File: src/rtl/seg_count_monitor.sv
// -----------------------------------------------------------------------------
// seg_count_monitor
//
// Watches one road's two-digit seven-segment countdown display and recovers the
// binary value shown. Each msb/lsb pair must be seen for STABLE_CYCLES
// consecutive samples before it is accepted, so short segment glitches never
// reach the outputs. Accepted values are checked against the countdown rules:
// a step down by one, a reload upward, or a repeat after an invalid glyph are
// legal. A drop of more than one flags a sequence fault. Invalid glyphs and
// sequence faults are both counted in a saturating counter.
//
// Ports
//   clk          system clock, rising edge
//   reset        asynchronous, active-high reset
//   seg_msb      tens-digit pattern {g,f,e,d,c,b,a}, active-low
//   seg_lsb      units-digit pattern, same encoding
//   count_out    last accepted valid value, binary 0..99
//   count_valid  high once any valid value has been accepted
//   reload       one-cycle pulse: accepted value above the previous value
//   glyph_err    one-cycle pulse: accepted pair contains a non-digit pattern
//   seq_err      one-cycle pulse: accepted value below previous value minus 1
//   err_count    saturating count of glyph_err and seq_err events
// -----------------------------------------------------------------------------
module seg_count_monitor #(
   parameter int unsigned STABLE_CYCLES = 2,
   parameter int unsigned ERR_WIDTH     = 8
) (
   input  logic                 clk,
   input  logic                 reset,
   input  logic [6:0]           seg_msb,
   input  logic [6:0]           seg_lsb,
   output logic [7:0]           count_out,
   output logic                 count_valid,
   output logic                 reload,
   output logic                 glyph_err,
   output logic                 seq_err,
   output logic [ERR_WIDTH-1:0] err_count
);

   localparam int unsigned     CntW   = $clog2(STABLE_CYCLES + 1);
   localparam logic [CntW-1:0] CntMax = CntW'(STABLE_CYCLES);

   typedef enum logic [0:0] {
      StWaitFirst,
      StTrack
   } state_e;

   // Returns {valid, digit}; anything that is not one of the ten digit
   // glyphs (blank included) decodes as invalid.
   function automatic logic [4:0] decode_glyph(input logic [6:0] seg);
      logic [4:0] dec;
      case (seg)
         7'h40:   dec = 5'h10;
         7'h79:   dec = 5'h11;
         7'h24:   dec = 5'h12;
         7'h30:   dec = 5'h13;
         7'h19:   dec = 5'h14;
         7'h12:   dec = 5'h15;
         7'h02:   dec = 5'h16;
         7'h78:   dec = 5'h17;
         7'h00:   dec = 5'h18;
         7'h10:   dec = 5'h19;
         default: dec = 5'h00;
      endcase
      return dec;
   endfunction

   // Input sample and glitch filter
   logic [13:0]          sample_q, sample_d;
   logic [CntW-1:0]      stab_cnt_q, stab_cnt_d;
   logic [13:0]          last_stable_q, last_stable_d;
   logic                 have_stable_q, have_stable_d;

   // Tracking state and registered outputs
   state_e               state_q, state_d;
   logic [7:0]           count_q, count_d;
   logic                 reload_q, reload_d;
   logic                 glyph_q, glyph_d;
   logic                 seq_q, seq_d;
   logic [ERR_WIDTH-1:0] err_q, err_d;

   logic                 accept;
   logic [4:0]           msb_dec, lsb_dec;
   logic                 pair_ok;
   logic [7:0]           tens, units, value;

   // Stability counter: length of the run of identical samples, saturating.
   // A zero count (only right after reset) always starts a fresh run so the
   // first pair after reset needs the full number of samples.
   always_comb begin
      sample_d = {seg_msb, seg_lsb};
      if ((stab_cnt_q != '0) && (sample_d == sample_q)) begin
         stab_cnt_d = (stab_cnt_q == CntMax) ? stab_cnt_q : stab_cnt_q + CntW'(1);
      end else begin
         stab_cnt_d = CntW'(1);
      end
   end

   // A steady pair is taken once: last_stable blocks re-acceptance while held,
   // and also hides a short glitch that returns to the same pair.
   assign accept = (stab_cnt_q == CntMax) && (!have_stable_q || (sample_q != last_stable_q));

   assign msb_dec = decode_glyph(sample_q[13:7]);
   assign lsb_dec = decode_glyph(sample_q[6:0]);
   assign pair_ok = msb_dec[4] & lsb_dec[4];
   assign tens    = {4'h0, msb_dec[3:0]};
   assign units   = {4'h0, lsb_dec[3:0]};
   assign value   = tens * 8'd10 + units;

   always_comb begin
      state_d       = state_q;
      count_d       = count_q;
      reload_d      = 1'b0;
      glyph_d       = 1'b0;
      seq_d         = 1'b0;
      last_stable_d = last_stable_q;
      have_stable_d = have_stable_q;

      if (accept) begin
         last_stable_d = sample_q;
         have_stable_d = 1'b1;
         if (!pair_ok) begin
            // count_out is held so the next valid value is judged against it
            glyph_d = 1'b1;
         end else begin
            count_d = value;
            case (state_q)
               StWaitFirst: begin
                  state_d = StTrack;
               end
               StTrack: begin
                  if (value > count_q) begin
                     reload_d = 1'b1;
                  end else if ((count_q != 8'd0) && (value < count_q - 8'd1)) begin
                     // p-1 only exists for p > 0; at zero nothing can drop
                     seq_d = 1'b1;
                  end
               end
               default: state_d = StWaitFirst;
            endcase
         end
      end

      err_d = err_q;
      if ((glyph_d || seq_d) && (err_q != {ERR_WIDTH{1'b1}})) begin
         err_d = err_q + ERR_WIDTH'(1);
      end
   end

   always_ff @(posedge clk or posedge reset) begin
      if (reset) begin
         sample_q      <= '0;
         stab_cnt_q    <= '0;
         last_stable_q <= '0;
         have_stable_q <= 1'b0;
         state_q       <= StWaitFirst;
         count_q       <= '0;
         reload_q      <= 1'b0;
         glyph_q       <= 1'b0;
         seq_q         <= 1'b0;
         err_q         <= '0;
      end else begin
         sample_q      <= sample_d;
         stab_cnt_q    <= stab_cnt_d;
         last_stable_q <= last_stable_d;
         have_stable_q <= have_stable_d;
         state_q       <= state_d;
         count_q       <= count_d;
         reload_q      <= reload_d;
         glyph_q       <= glyph_d;
         seq_q         <= seq_d;
         err_q         <= err_d;
      end
   end

   assign count_out   = count_q;
   assign count_valid = (state_q == StTrack);
   assign reload      = reload_q;
   assign glyph_err   = glyph_q;
   assign seq_err     = seq_q;
   assign err_count   = err_q;

   // The two error pulses come from disjoint branches and share the counter
   // increment, so they must never coincide.
   a_err_exclusive : assert property (@(posedge clk) disable iff (reset)
      !(glyph_err && seq_err));

endmodule

File: config.mk
export PLATFORM = sky130hd
export DESIGN_NAME = seg_count_monitor
export DESIGN_NICKNAME = d
export VERILOG_FILES = /design/src/rtl/seg_count_monitor.sv
export SDC_FILE = /design/constraint.sdc
export NUM_CORES = 1
export LEC_CHECK = 0
export CORE_ASPECT_RATIO = 1.2
export CORE_UTILIZATION = 45
export CTS_BUF_LIST = sky130_fd_sc_hd__clkbuf_16
export DETAILED_ROUTE_END_ITERATION = 8
export PLACE_DENSITY = 0.77
export SLEW_MARGIN = 5
export SYNTH_ARGS = -nofsm -noshare
export SYNTH_HDL_FRONTEND = slang
export SYNTH_SLANG_ARGS = --single-unit
File: constraint.sdc
create_clock -name clk -period 14.62 [get_ports clk]
set_input_delay 2.193 -clock clk [delete_from_list [all_inputs] [get_ports clk]]
set_output_delay 2.193 -clock clk [all_outputs]
set_load 0.1 [all_outputs]
# Word level (Yosys, flattened, before mapping)
# Index checks and enable logic that the tools add are counted.
[word_totals]
ff_bits = 51
in_bits = 16
output_inout_bits = 20
word_cells = 68
[classes]
addsub = 4
multipliers = 1
order_cmp = 2
eq_ne = 23
muxes = 15
n_bitwise = 1
n_reduce_logical = 12
[op_table]
columns = ["op", "n"]
rows = [
  ["$pmux 5 s10", 2],
  ["$eq 7x5->1 const B", 6],
  ["$eq 7x7->1 const B", 6],
  ["$eq 7x6->1 const B", 4],
  ["$eq 14x14->1", 1],
  ["$eq 7x2->1 const B", 2],
  ["$logic_not 7->1", 2],
  ["$ne 14x14->1", 1],
  ["$mux 1", 11],
  ["$add 8x1->8 const B", 1],
  ["$add 8x4->8", 1],
  ["$gt 8x8->1", 1],
  ["$lt 8x8->1", 1],
  ["$ne 8x8->1 const B", 1],
  ["$reduce_bool 8->1", 1],
  ["$sub 8x1->8 const B", 1],
  ["$mul 4x3->7 const B", 1],
  ["$logic_and 1x1->1", 4],
  ["$mux 2", 2],
  ["$add 2x1->2 const B", 1],
  ["$eq 2x2->1 const B", 1],
  ["$logic_or 1x1->1", 2],
  ["$ne 2x2->1 const B", 1],
  ["$reduce_and 2->1", 1],
  ["other kinds (3)", 3],
]

# Longest topological paths before layout
# Gate-level depths: netlist (run 1).
[logic_depth]
depth_word = 13
mapped_depth = 21
mapped_depth_nobuf = 20

# Least setup slack after synthesis (run 1)
# Ideal clock, no wire load.
[synth_timing]
path_kind = "flip-flop to flip-flop"
startpoint = "register sample_q[13]"
endpoint = "register err_q[1] (netlist: err_count[1])"
setup_ps = 127
arrival_time_ps = 4874
required_time_ps = 14493
slack_ps = 9619
path_stages_with_launch = 22
synth_period_minus_slack_ps = 5001
path_cell_list = "dfrtp_1 > clkbuf_1 > xnor2_1 > and3_1 > a31oi_1 > o31ai_1 > ha_1 > ha_1 > inv_1 > fa_1 > nand2b_1 > or3_1 > a21oi_1 > or2_2 > ha_1 > a21oi_1 > o21a_1 > o22ai_1 > nor4_1 > a221oi_4 > nor2_2 > mux2_4"
[synth_via]
elab_chain_len = 13
elab_cells_between_ends = 29
cone_classes = "1 x add/sub; 1 x mul; 2 x order compare; 10 x eq/ne; 8 x mux; 1 x bitwise; 6 x reduce/logical"
[synth_lines]
columns = ["item", "line", "source"]
rows = [
  ["from (decl)", "69", "logic [13:0] sample_q, sample_d;"],
  ["from (signal assigned)", "163", "sample_q <= sample_d;"],
  ["$eq 7x5->1, or another cell as far along", "52", "case (seg)"],
  ["$pmux 5 s10", "52", ""],
  ["$mul 4x3->7", "108", "assign value = tens * 8'd10 + units;"],
  ["$add 8x4->8", "108", ""],
  ["$lt 8x8->1", "134", "end else if ((count_q != 8'd0) && (value < count_q - 8'd1)) begin"],
  ["$logic_and 1x1->1", "134", ""],
  ["$mux 1", "134", ""],
  ["$mux 1", "132", "if (value > count_q) begin"],
  ["$mux 1", "127", "case (state_q)"],
  ["$mux 1", "122", "if (!pair_ok) begin"],
  ["$mux 1", "119", "if (accept) begin"],
  ["$logic_or 1x1->1 (*)", "145", "if ((glyph_d || seq_d) && (err_q != {ERR_WIDTH{1'b1}})) begin"],
  ["$logic_and 1x1->1 (*)", "145", ""],
  ["to (signal assigned)", "172", "err_q <= err_d;"],
  ["to (decl)", "80", "logic [ERR_WIDTH-1:0] err_q, err_d;"],
]
# Mark *: on every way between the ends. The rest lies on a longest branch, timed or not.
# A chain may end at the register's enable or synchronous reset.

# Worst setup path after layout (run 1)
[layout_timing]
startpoint = "register sample_q[12]"
endpoint = "register err_q[1] (netlist: err_count[1])"
# The elaborated chain is that of the path after synthesis.

==> key figures, run 1 <==
Worst setup path
  • Crit-path cells: nor2b_1 -> and3_1 -> a31oi_1 -> o31ai_1 -> ha_1 -> ha_1 -> inv_1 -> fa_1 -> nand2b_1 -> o211ai_1 -> a21oi_1 -> or2_2 -> ha_1 -> nand4_1 -> nor3_1 -> o22ai_1 -> nor4_1 -> a221oi_4 -> nor2_2 -> mux2_4
  • CP max stage delay: approximately 0.54 ns
  • CP max-delay cell: dfrtp_1
  • Crit end category: register
  • Crit-path leading delay family: simple AND/OR/NAND/NOR gates
  • Critical Path Most Common Cell: ha_1
  • Worst EP arrival: between 5 and 6 ns
  • Worst-path fanout max: 10
  • Critical setup path kind: reg -> reg
  • Crit path buf inv count: 1
  • WP data required: 14.79 ns
  • Crit start category: register
  • R2r startpoint: sample_q[12]$_DFF_PP0_
  • Critical Path Source: sample_q[12]$_DFF_PP0_

Global routing
  • Gr ovfl total: 0
  • Initial antenna violation count: 0
  • Vias in the first global route: around 2,400
  • Total GRT Usage: 18.5%
  • Largest net degree at the start of global routing: 52
  • First-pass GRT wire length: 11,100 um

STA
  • Setup violators final: 0
  • TNS Setup: 0 ns
  • Least-Margin Pin Slew: approximately 1.1 ns
  • Slew margin rel.: ~30%
  • Tmin final: roughly 5.4 ns
  • Max Fclk: about 180 MHz
  • Number of hold violations in the final report: 0
  • Clk_skew: slightly above 0.009 ns
  • Fin crit share: between 30% and 40%
  • Final Max Slew Viols: 0
  • RSZ-0062 raised after global routing: false

Drt
  • Routed wire per std cell: 14.7 um
  • Met2 WL: 3270 um
  • Drt total wl: ~6500 um
  • DRT antenna net count: 0
  • Residual DRC: 0
  • Top layer in use: met4
  • Total number of vias: about 2,500
  • Pre-Repair DR Iteration Count: 4
  • Met1 wire length: ~2900 um
  • Vias/cell: roughly 5.6
  • DRT iter0 DRCs: a little over 90
  • Wire length on met3: 162 um

Clock tree
  • Clk pin slew, worst setup/hold paths: roughly 0.060 ns
  • Root Driver: clkbuf_16
  • Clk sinks: 51
  • Later-pin clock latency in the skew report: between 0.2 and 0.3 ns
  • Post_cts resized: 0
  • CTS Buf Count: 5
  • Post-CTS setup buffer count: 0
  • CTS tree: yes
  • Max Root-Sink Buffers: 2
  • CTS hold repair buffers: 0
  • Htree depth: 2

Hold path
  • Worst Hold Class: reg -> reg
  • Hold Path Origin: have_stable_q$_DFFE_PP0P_

Logic synthesis
  • Top FF cell, synth: dfrtp_1
  • Ys async rst share: 100%
  • Synth Instances: 325
  • Syn Nets: 370
  • Synth warn: 0
  • Sequential share of the synthesized area: approximately two fifths
  • Avg Cell Area, Syn: roughly 10 um2
  • Synth cell types: 57
  • FF+latch count, synth: 51
  • Netlist Area Pre-Place: around 3300 um2
  • Post-synth EDFFs: 0

Final layout
  • Commonest non-fill, non-tap cell in the layout: dfrtp_1
  • Commonest non-fill, non-tap cells in the layout: dfrtp_1, clkdlybuf4s50_1, ha_1, xnor2_1, xor2_1
  • Fin nets: 395
  • Number of fill cells: 656
  • FF+latch area: 1280 um2
  • Multi-input logic area: around 1900 um2
  • Share of cells above drive strength 1: 11.4%
  • Ant diodes: 0
  • P&R area growth vs syn: 16.5%

Run
  • Max_cap viols: 0

Floorplan
  • DIE WIDTH: between 80 and 90 um
  • Starting Density: between 40% and 50%
  • # rows: 34
  • Die Y: 96.5 um
  • Die Footprint: slightly below 8000 um2
  • Top Ports: 36
  • Core ar.: between 7000 and 8000 um2

Place
  • Routability congestion estimate: slightly above 0.8
  • Dpl hpwl: roughly 4900 um
  • Port-buffer cells: 35

Power and ir drop
  • Lkg Pwr: approximately 1.8 nW
  • Cell Pwr Density: between 70 and 80 nW/um2
  • Max IR drop VDD: 69.5 uV
  • Final Power: slightly above 0.3 mW

Outcome
  • Run status: completed
==> power breakdown <==
part	switching, mW	internal, mW	leakage [nW]	total [mW]
Clock	0.0509	0.0807	0.0838	0.132
Sequential	0.00595	0.143	0.675	0.149
Combinational	0.0124	0.0118	1.02	0.0241
==> metal layers <==
metal / GRT usage [%] / vias up
met2: 32.6 / 47
li1: - / 1210
met4: 7.29 / 0
met5: 0 / -
met3: 2.54 / 12
met1: 22.6 / 1193
==> Yosys cell counts (3+ instances only) <==
cell	instances	share of area, %
nor2b_1	4	0.75
a31oi_1	3	0.56
xnor2_1	25	6.5
nand2b_1	3	0.56
nand4_1	9	1.7
o21ai_0	14	2.1
xor2_1	23	6.0
buf_2	7	1.0
a21o_1	3	0.67
nand3_1	10	1.5
nor2_1	11	1.2
inv_1	19	2.1
o31ai_1	3	0.67
mux2_2	13	4.4
clkbuf_1	8	0.90
dfrtp_1	51	38
o211ai_1	3	0.67
ha_1	27	10
nand2_1	15	1.7
and3_1	5	0.93
a21oi_1	7	1.0
nor3_1	9	1.3
nor4_1	7	1.3
==> stage by stage <==
stage	worst slack [ns]	instances	cell area, um2	util, %	hold slack (ns)
3_3_place_gp	9.47	433	3730	51.6	0.465
5_1_grt	8.80	441	3900	53.9	0.500
6_report	9.20	441	3900	53.9	0.467
3_5_place_dp	9.21	433	3730	51.6	0.458
4_1_cts	9.20	441	3900	53.9	0.475
2_1_floorplan	9.62	325	3350	-	0.434
==> state kept, by name, summed over array words and instances, names as in the netlist <==
signal,flops
glyph_err,1
have_stable_q,1
seq_err,1
count_out,8
sample_q,14
last_stable_q,14
count_valid,1
reload,1
stab_cnt_q,2
err_count,8
==> path summary, 6_finish.rpt <==
path | end | slack (ns) | cells past startpoint
min in group asynchronous | count_out[4]$_DFFE_PP0P_ | 2.49 | 2
setup / recovery | err_count[1]$_DFFE_PP0P_ | 9.20 | 20
hold / removal | have_stable_q$_DFFE_PP0P_ | 0.47 | 1
max in group asynchronous | stab_cnt_q[0]$_DFFE_PP0P_ | 11.48 | 2
hold reg to reg | have_stable_q$_DFFE_PP0P_ | 0.47 | 1
setup reg to reg | err_count[1]$_DFFE_PP0P_ | 9.20 | 20
==> cell type report <==
| class | count | share of cell area, % |
|---|---|---|
| Clock buffer | 5 | 3.21 |
| Clock inverter | 3 | 1.12 |
| Timing Repair Buffer | 35 | 8.98 |
| Multi-Input combinational cell | 238 | 49.3 |
| Sequential cell | 51 | 32.7 |
| Inverter | 19 | 1.83 |
| Tap cell | 90 | 2.89 |
==> kinds of logic after synthesis <==
kind of cell	synth area share (%)
buffers and inverters	4.52
AO/OA/AOI/OAI	12.1
multiplexers	5.42
flip-flops	38.1
XOR/XNOR	12.6
AND/OR/NAND/NOR	16.0
adder cells (fa/ha/maj)	11.3
Note: power is estimated with default switching activity, not from simulation.
==> run 2: changes to the inputs <==
==> constraint.sdc (replaced) <==
create_clock -name clk -period 5.39 [get_ports clk]
set_input_delay 0.8085 -clock clk [delete_from_list [all_inputs] [get_ports clk]]
set_output_delay 0.8085 -clock clk [all_outputs]
set_load 0.1 [all_outputs]
==> run 2 against run 1 <==
Against the previous run:
- hold slack improved by 0.017 ns
- global-route usage grew 0.49 points
- worst setup slack got worse by 8.9 ns
- register-to-register slack got worse by 8.9 ns
- non-clock buffer count increased by 1
- critical path depth did not move
- wire length grew 2.9%
- critical endpoint unchanged
- largest cell class unchanged
- largest power group unchanged
- highest routed layer unchanged
==> key figures, run 2 (synthesized netlist as in run 1, its figures left out) <==
Final layout
  • Ant diodes: 0 (unchanged)
  • Share of cells above drive strength 1: 13.1% (was 11.4%)
  • Layout Cells excl Fill: 441 (unchanged)
  • Fin nets: 396 (was 395)
  • Commonest non-fill, non-tap cells in the layout: dfrtp_1, clkdlybuf4s50_1, ha_1, xnor2_1, xor2_1 (unchanged)
  • P&R area growth vs syn: 17.2% (was 16.5%)
  • Final Util: 54.3% (was 53.9%)
  • Commonest non-fill, non-tap cell in the layout: dfrtp_1 (unchanged)
  • Largest regs: last_stable_q (14), sample_q (14) (unchanged)

Drt
  • Drt total wl: 6670 um (was 6480 um)
  • Pre-Repair DR Iteration Count: 5 (was 4)
  • DRT iter0 DRCs: 117 (was 93)
  • Vias/cell: 5.53 (was 5.58)
  • Total number of vias: 2,440 (was 2,462)
  • Residual DRC: 0 (unchanged)
  • Routed wire per std cell: 15.1 um (was 14.7 um)
  • DRT antenna net count: 0 (unchanged)

STA
  • Setup violators final: 0 (unchanged)
  • Least-Margin Pin Slew: 1.04 ns (was 1.06 ns)
  • Hold_ws: 0.484 ns (was 0.467 ns)
  • Final Max Slew Viols: 0 (unchanged)
  • Max Fclk: 197 MHz (was 185 MHz)
  • Clk_skew: 0.00551 ns (was 0.00931 ns)
  • TNS Setup: 0 ns (unchanged)
  • Fin crit share: 94.1% (was 37.1%)
  • RSZ-0062 raised after global routing: false (unchanged)
  • Tmin final: 5.07 ns (was 5.42 ns)
  • Slew margin rel.: 30.7% (was 29.4%)
  • Number of hold violations in the final report: 0 (unchanged)

Floorplan
  • Top Ports: 36 (unchanged)
  • Starting Density: 46.3% (unchanged)
  • Core ar.: 7230 um2 (unchanged)
  • # rows: 34 (unchanged)
  • DIE WIDTH: 80.8 um (unchanged)
  • Die Footprint: 7790 um2 (unchanged)
  • Die Y: 96.5 um (unchanged)

Outcome
  • Run status: completed (unchanged)

Power and ir drop
  • Cell Pwr Density: 210 nW/um2 (was 78.1 nW/um2)
  • Max IR drop VDD: 145 uV (was 69.5 uV)
  • Lkg Pwr: 1.78 nW (about the same)

Clock tree
  • Max Root-Sink Buffers: 2 (unchanged)
  • Clk sinks: 51 (unchanged)
  • Clk pin slew, worst setup/hold paths: 0.07 ns (was 0.06 ns)
  • CTS tree: yes (unchanged)
  • Root Driver: clkbuf_16 (unchanged)
  • Later-pin clock latency in the skew report: 0.29 ns (about the same)
  • CTS Buf Count: 5 (unchanged)
  • Post-CTS setup buffer count: 0 (unchanged)
  • Htree depth: 2 (unchanged)

Worst setup path
  • CP max stage delay: 0.51 ns (was 0.54 ns)
  • Worst r2r path cells: 20 (unchanged)
  • Critical Path Most Common Cell: ha_1 (unchanged)
  • Worst EP arrival: 5.25 ns (was 5.59 ns)
  • Reg2reg end: err_count[1]$_DFFE_PP0P_ (unchanged)
  • Worst setup endpoint: err_count[1]$_DFFE_PP0P_ (unchanged)
  • Critical setup path kind: reg -> reg (unchanged)
  • R2r setup slk: 0.32 ns (was 9.20 ns)
  • Crit start category: register (unchanged)
  • R2r startpoint: sample_q[8]$_DFF_PP0_ (was sample_q[12]$_DFF_PP0_)
  • Critical Path Source: sample_q[8]$_DFF_PP0_ (was sample_q[12]$_DFF_PP0_)
  • CP max-delay cell: dfrtp_1 (unchanged)
  • Crit-path cells: nor2b_1 -> and3_1 -> a31oi_1 -> o31ai_1 -> ha_1 -> ha_1 -> inv_1 -> fa_1 -> nand2b_1 -> o211ai_1 -> a21oi_1 -> or2_2 -> ha_1 -> nand4_1 -> nor3_1 -> o22ai_2 -> nor4_2 -> a221oi_4 -> nor2_2 -> mux2_4 (was nor2b_1 -> and3_1 -> a31oi_1 -> o31ai_1 -> ha_1 -> ha_1 -> inv_1 -> fa_1 -> nand2b_1 -> o211ai_1 -> a21oi_1 -> or2_2 -> ha_1 -> nand4_1 -> nor3_1 -> o22ai_1 -> nor4_1 -> a221oi_4 -> nor2_2 -> mux2_4)
  • Worst-path fanout max: 9 (was 10)
  • WP data required: 5.56 ns (was 14.79 ns)
  • Crit end category: register (unchanged)

Global routing
  • Gr ovfl total: 0 (unchanged)
  • Total GRT Usage: 19.0% (was 18.5%)
  • Vias in the first global route: 2,511 (was 2,419)
  • Initial antenna violation count: 0 (unchanged)
  • First-pass GRT wire length: 11,300 um (was 11,100 um)
  • Largest net degree at the start of global routing: 52 (unchanged)

Place
  • Routability congestion estimate: 0.867 (was 0.820)
  • Port-buffer cells: 35 (unchanged)
  • Dpl cells: 434 (was 433)
  • Dpl hpwl: 5020 um (was 4930 um)

Run
  • Max_cap viols: 0 (unchanged)

Hold path
  • Worst Hold Class: reg -> reg (unchanged)
## run 2: cell types whose count changed in the layout (fill, tap and decap cells not counted), sizes merged
cell,before,now
clkinvlp,0,1
buf,0,1
clkinv,2,0
## run 2: worst max-delay path, delay by kind of cell (launching register included)
family | cells | cell delay, ns
simple gates | 8 | 1.88
fa+ha+maj | 4 | 1.25
compound gates | 6 | 0.92
flops | 1 | 0.51
mux | 1 | 0.31
buf+inv | 1 | 0.07
## run 2: worst min-delay path by stage
stage,endpoint,slack [ns],cells past startpoint,startpoint
after CTS,err_count[4]$_DFFE_PP0P_,0.49,1,err_count[4]$_DFFE_PP0P_
after global routing,have_stable_q$_DFFE_PP0P_,0.51,1,have_stable_q$_DFFE_PP0P_
final,have_stable_q$_DFFE_PP0P_,0.48,1,have_stable_q$_DFFE_PP0P_
after global placement,have_stable_q$_DFFE_PP0P_,0.47,1,have_stable_q$_DFFE_PP0P_
after detailed placement,have_stable_q$_DFFE_PP0P_,0.47,1,have_stable_q$_DFFE_PP0P_
after floorplan,have_stable_q$_DFFE_PP0P_,0.43,1,have_stable_q$_DFFE_PP0P_
## run 2: cell type report
| type | count | area [um2] |
|---|---|---|
| Tap cell | 90 | 113 |
| Sequential cell | 51 | 1280 |
| Fill cell | 661 | 3310 |
| Clock buffer | 5 | 125 |
| Inverter | 19 | 71.3 |
| Multi-Input combinational cell | 238 | 1940 |
| Timing Repair Buffer | 36 | 358 |
| Clock inverter | 2 | 37.5 |
## run 2: layer usage
layer	global-route usage, %	share of wire (%)	routed length [um]	vias to the layer above
li1	-	-	-	1201
met1	21.8	42	2820	1180
met2	34.7	54	3580	53
met3	2.72	2.6	175	6
met4	8.33	1.3	88	0
met5	0	0	0	-
## run 2: repair_timing
| action | 4_1_cts | 5_1_grt |
|---|---|---|
| hold buffers | 0 | 0 |
| resized for setup | 0 | 7 |
| setup endpoints to repair | 0 | 8 |
## run 2: power by group
group          leakage [nW]  internal (mW)  switching [mW]
clock                0.0759          0.216           0.135
sequential            0.672          0.388          0.0165
combinational          1.03         0.0328          0.0345
## run 2: through the flow
stage / power [mW] / cell area (um2) / setup slack, ns
after floorplan: 0.453 / 3350 / 0.389
after global placement: 0.475 / 3740 / 0.451
after detailed placement: 0.477 / 3740 / 0.217
after CTS: 0.832 / 3900 / 0.190
after global routing: 0.858 / 3930 / 0.00354
final: 0.823 / 3930 / 0.316
==> run 3: changes to the inputs <==
--- a/config.mk
+++ b/config.mk
@@ -7,10 +7,10 @@
 export LEC_CHECK = 0
 export CORE_ASPECT_RATIO = 1.2
 export CORE_UTILIZATION = 45
-export CTS_BUF_LIST = sky130_fd_sc_hd__clkbuf_16
 export DETAILED_ROUTE_END_ITERATION = 8
 export PLACE_DENSITY = 0.77
 export SLEW_MARGIN = 5
 export SYNTH_ARGS = -nofsm -noshare
 export SYNTH_HDL_FRONTEND = slang
 export SYNTH_SLANG_ARGS = --single-unit
+export TNS_END_PERCENT = 30
==> run 3 against run 2 <==
Against the previous run:
- die area is the same
- largest power group unchanged
- hold slack gained 0.0047 ns
- worst setup slack improved by 0.0045 ns
- total power down 11%
- clock power decreased by 25%
- register-to-register slack barely moved
==> key figures, run 3 (synthesized netlist as in run 1, its figures left out) <==
Drt
  • Total number of vias: 2,431 (was 2,440)
  • Vias/cell: 5.51 (was 5.53)
  • DRT iter0 DRCs: 83 (was 117)
  • Residual DRC: 0 (unchanged)
  • Pre-Repair DR Iteration Count: 5 (unchanged)
  • Routed wire per std cell: 15.0 um (was 15.1 um)
  • Drt total wl: 6600 um (was 6670 um)
  • DRT antenna net count: 0 (unchanged)

Global routing
  • Vias in the first global route: 2,492 (was 2,511)
  • Total GRT Usage: 18.6% (was 19.0%)
  • Initial antenna violation count: 0 (unchanged)
  • Largest net degree at the start of global routing: 52 (unchanged)
  • First-pass GRT wire length: 11,100 um (was 11,300 um)
  • Gr ovfl total: 0 (unchanged)

Power and ir drop
  • Reg power frac: 55.0% (was 49.1%)
  • Lkg Pwr: 1.75 nW (was 1.78 nW)
  • P_sw: 0.178 mW (was 0.186 mW)
  • Combinational cell fraction of total power: 9.2% (was 8.2%)
  • Cell Pwr Density: 190 nW/um2 (was 210 nW/um2)
  • Sw Ratio: 24.3% (was 22.6%)
  • Cell-internal power: 0.556 mW (was 0.637 mW)
  • Clk pwr share: 35.8% (was 42.7%)
  • Final Power: 0.735 mW (was 0.823 mW)
  • Max IR drop VDD: 110 uV (was 145 uV)

Worst setup path
  • Crit start category: register (unchanged)
  • Worst r2r path cells: 20 (unchanged)
  • Worst-path fanout max: 9 (unchanged)
  • Worst EP arrival: 5.26 ns (was 5.25 ns)
  • Crit end category: register (unchanged)
  • Worst setup endpoint: err_count[1]$_DFFE_PP0P_ (unchanged)
  • Reg2reg end: err_count[1]$_DFFE_PP0P_ (unchanged)
  • R2r startpoint: sample_q[8]$_DFF_PP0_ (unchanged)
  • WP data required: 5.58 ns (was 5.56 ns)
  • Critical setup path kind: reg -> reg (unchanged)
  • R2r setup slk: 0.32 ns (about the same)
  • Critical Path Source: sample_q[8]$_DFF_PP0_ (unchanged)

Final layout
  • Share of cells above drive strength 1: 12.8% (was 13.1%)
  • P&R area growth vs syn: 15.6% (was 17.2%)
  • Commonest non-fill, non-tap cells in the layout: dfrtp_1, clkdlybuf4s50_1, ha_1, xnor2_1, xor2_1 (unchanged)
  • Commonest non-fill, non-tap cell in the layout: dfrtp_1 (unchanged)
  • Ant diodes: 0 (unchanged)
  • Number of fill cells: 664 (was 661)
  • Largest regs: last_stable_q (14), sample_q (14) (unchanged)
  • Layout Cells excl Fill: 441 (unchanged)
  • Fin nets: 396 (unchanged)
  • Final Util: 53.5% (was 54.3%)

STA
  • PnR worst setup slack: 0.320 ns (was 0.316 ns)
  • Tmin final: 5.07 ns (about the same)
  • Fin crit share: 94.1% (about the same)
  • Final Max Slew Viols: 0 (unchanged)
  • Setup violators final: 0 (unchanged)
  • Least-Margin Pin Slew: 1.03 ns (was 1.04 ns)
  • Clk_skew: 0.00926 ns (was 0.00551 ns)
  • Max Fclk: 197 MHz (about the same)
  • Number of hold violations in the final report: 0 (unchanged)
  • Slew margin rel.: 31.1% (was 30.7%)
  • Hold_ws: 0.488 ns (was 0.484 ns)

Place
  • Routability congestion estimate: 0.867 (unchanged)
  • Dpl hpwl: 5020 um (unchanged)
  • Dpl cells: 434 (unchanged)
  • Port-buffer cells: 35 (unchanged)
  • Pre-CTS setup slack: 0.217 ns (unchanged)

Clock tree
  • CTS hold repair buffers: 0 (unchanged)
  • CTS Buf Count: 5 (unchanged)
  • Post-CTS setup buffer count: 0 (unchanged)
  • Post_cts resized: 0 (unchanged)
  • Root Driver: clkbuf_8 (was clkbuf_16)
  • Clk sinks: 51 (unchanged)
  • Htree depth: 2 (unchanged)
  • Clk pin slew, worst setup/hold paths: 0.10 ns (was 0.07 ns)
  • Later-pin clock latency in the skew report: 0.31 ns (was 0.29 ns)
  • CTS tree: yes (unchanged)
  • Max Root-Sink Buffers: 2 (unchanged)

Floorplan
  • # rows: 34 (unchanged)
  • Die Y: 96.5 um (unchanged)
  • Top Ports: 36 (unchanged)
  • Core ar.: 7230 um2 (unchanged)
  • Starting Density: 46.3% (unchanged)
  • Die Footprint: 7790 um2 (unchanged)
  • DIE WIDTH: 80.8 um (unchanged)

Hold path
  • Worst Hold Class: reg -> reg (unchanged)

Outcome
  • Run status: completed (unchanged)

Run
  • Max_cap viols: 0 (unchanged)
[run 3: cell types whose count changed in the layout (fill, tap and decap cells not counted)]
cell       previous run  this run
clkbuf_16             5         0
clkbuf_8              0         5
nor3b_1               1         2
nor3b_2               2         1
nor4_2                2         1
nor4_4                0         1
[run 3: how the worst min path moves through the flow]
stage	startpoint	end	cells after the start
6_report	have_stable_q$_DFFE_PP0P_	have_stable_q$_DFFE_PP0P_	1
4_1_cts	err_count[4]$_DFFE_PP0P_	err_count[4]$_DFFE_PP0P_	1
2_1_floorplan	have_stable_q$_DFFE_PP0P_	have_stable_q$_DFFE_PP0P_	1
3_3_place_gp	have_stable_q$_DFFE_PP0P_	have_stable_q$_DFFE_PP0P_	1
3_5_place_dp	have_stable_q$_DFFE_PP0P_	have_stable_q$_DFFE_PP0P_	1
5_1_grt	have_stable_q$_DFFE_PP0P_	have_stable_q$_DFFE_PP0P_	1
[run 3: layer usage]
metal  vias to the layer above  GRT usage [%]  routed length, um
li1                       1207              -                  -
met1                      1162           21.2               2810
met2                        52           34.1               3510
met3                        10           2.63                171
met4                         0           8.63                110
met5                         -              0                  0
[run 3: power groups by stage]
stage          clock [mW]  sequential [mW]  combinational [mW]
5_1_grt             0.282            0.406              0.0752
4_1_cts             0.271            0.403              0.0665
3_5_place_dp            0            0.411              0.0661
6_report            0.263            0.404              0.0675
2_1_floorplan           0            0.397              0.0559
3_3_place_gp            0            0.410              0.0645
[run 3: final cells by class]
| class | count | area [um2] | area share [%] |
|---|---|---|---|
| multi-input cells | 238 | 1940 | 50.2 |
| inverters | 19 | 71.3 | 1.84 |
| clock inverters | 2 | 37.5 | 0.969 |
| well taps | 90 | 113 | 2.91 |
| clock buffers | 5 | 68.8 | 1.78 |
| repair buffers | 36 | 358 | 9.24 |
| flip-flops and latches | 51 | 1280 | 33.1 |
[run 3: per-stage QoR]
stage / TNS, ns / instance area (um2)
finish: 0 / 3870
detailed placement: 0 / 3740
floorplan: 0 / 3350
CTS: 0 / 3850
global route: -0.00322 / 3870
global placement: 0 / 3740
[run 3: critical path, stage by stage (launching register included)]
cell	delay, ns
dfrtp_1	0.52
nor2b_1	0.23
and3_1	0.19
a31oi_1	0.05
o31ai_1	0.29
ha_1	0.29
ha_1	0.21
inv_1	0.08
fa_1	0.42
nand2b_1	0.20
or3_1	0.31
a21oi_1	0.24
or2_2	0.19
ha_1	0.26
nand4_1	0.12
nor3_1	0.07
o22ai_2	0.27
nor2_1	0.14
a221oi_4	0.46
nor2_2	0.11
mux2_4	0.30
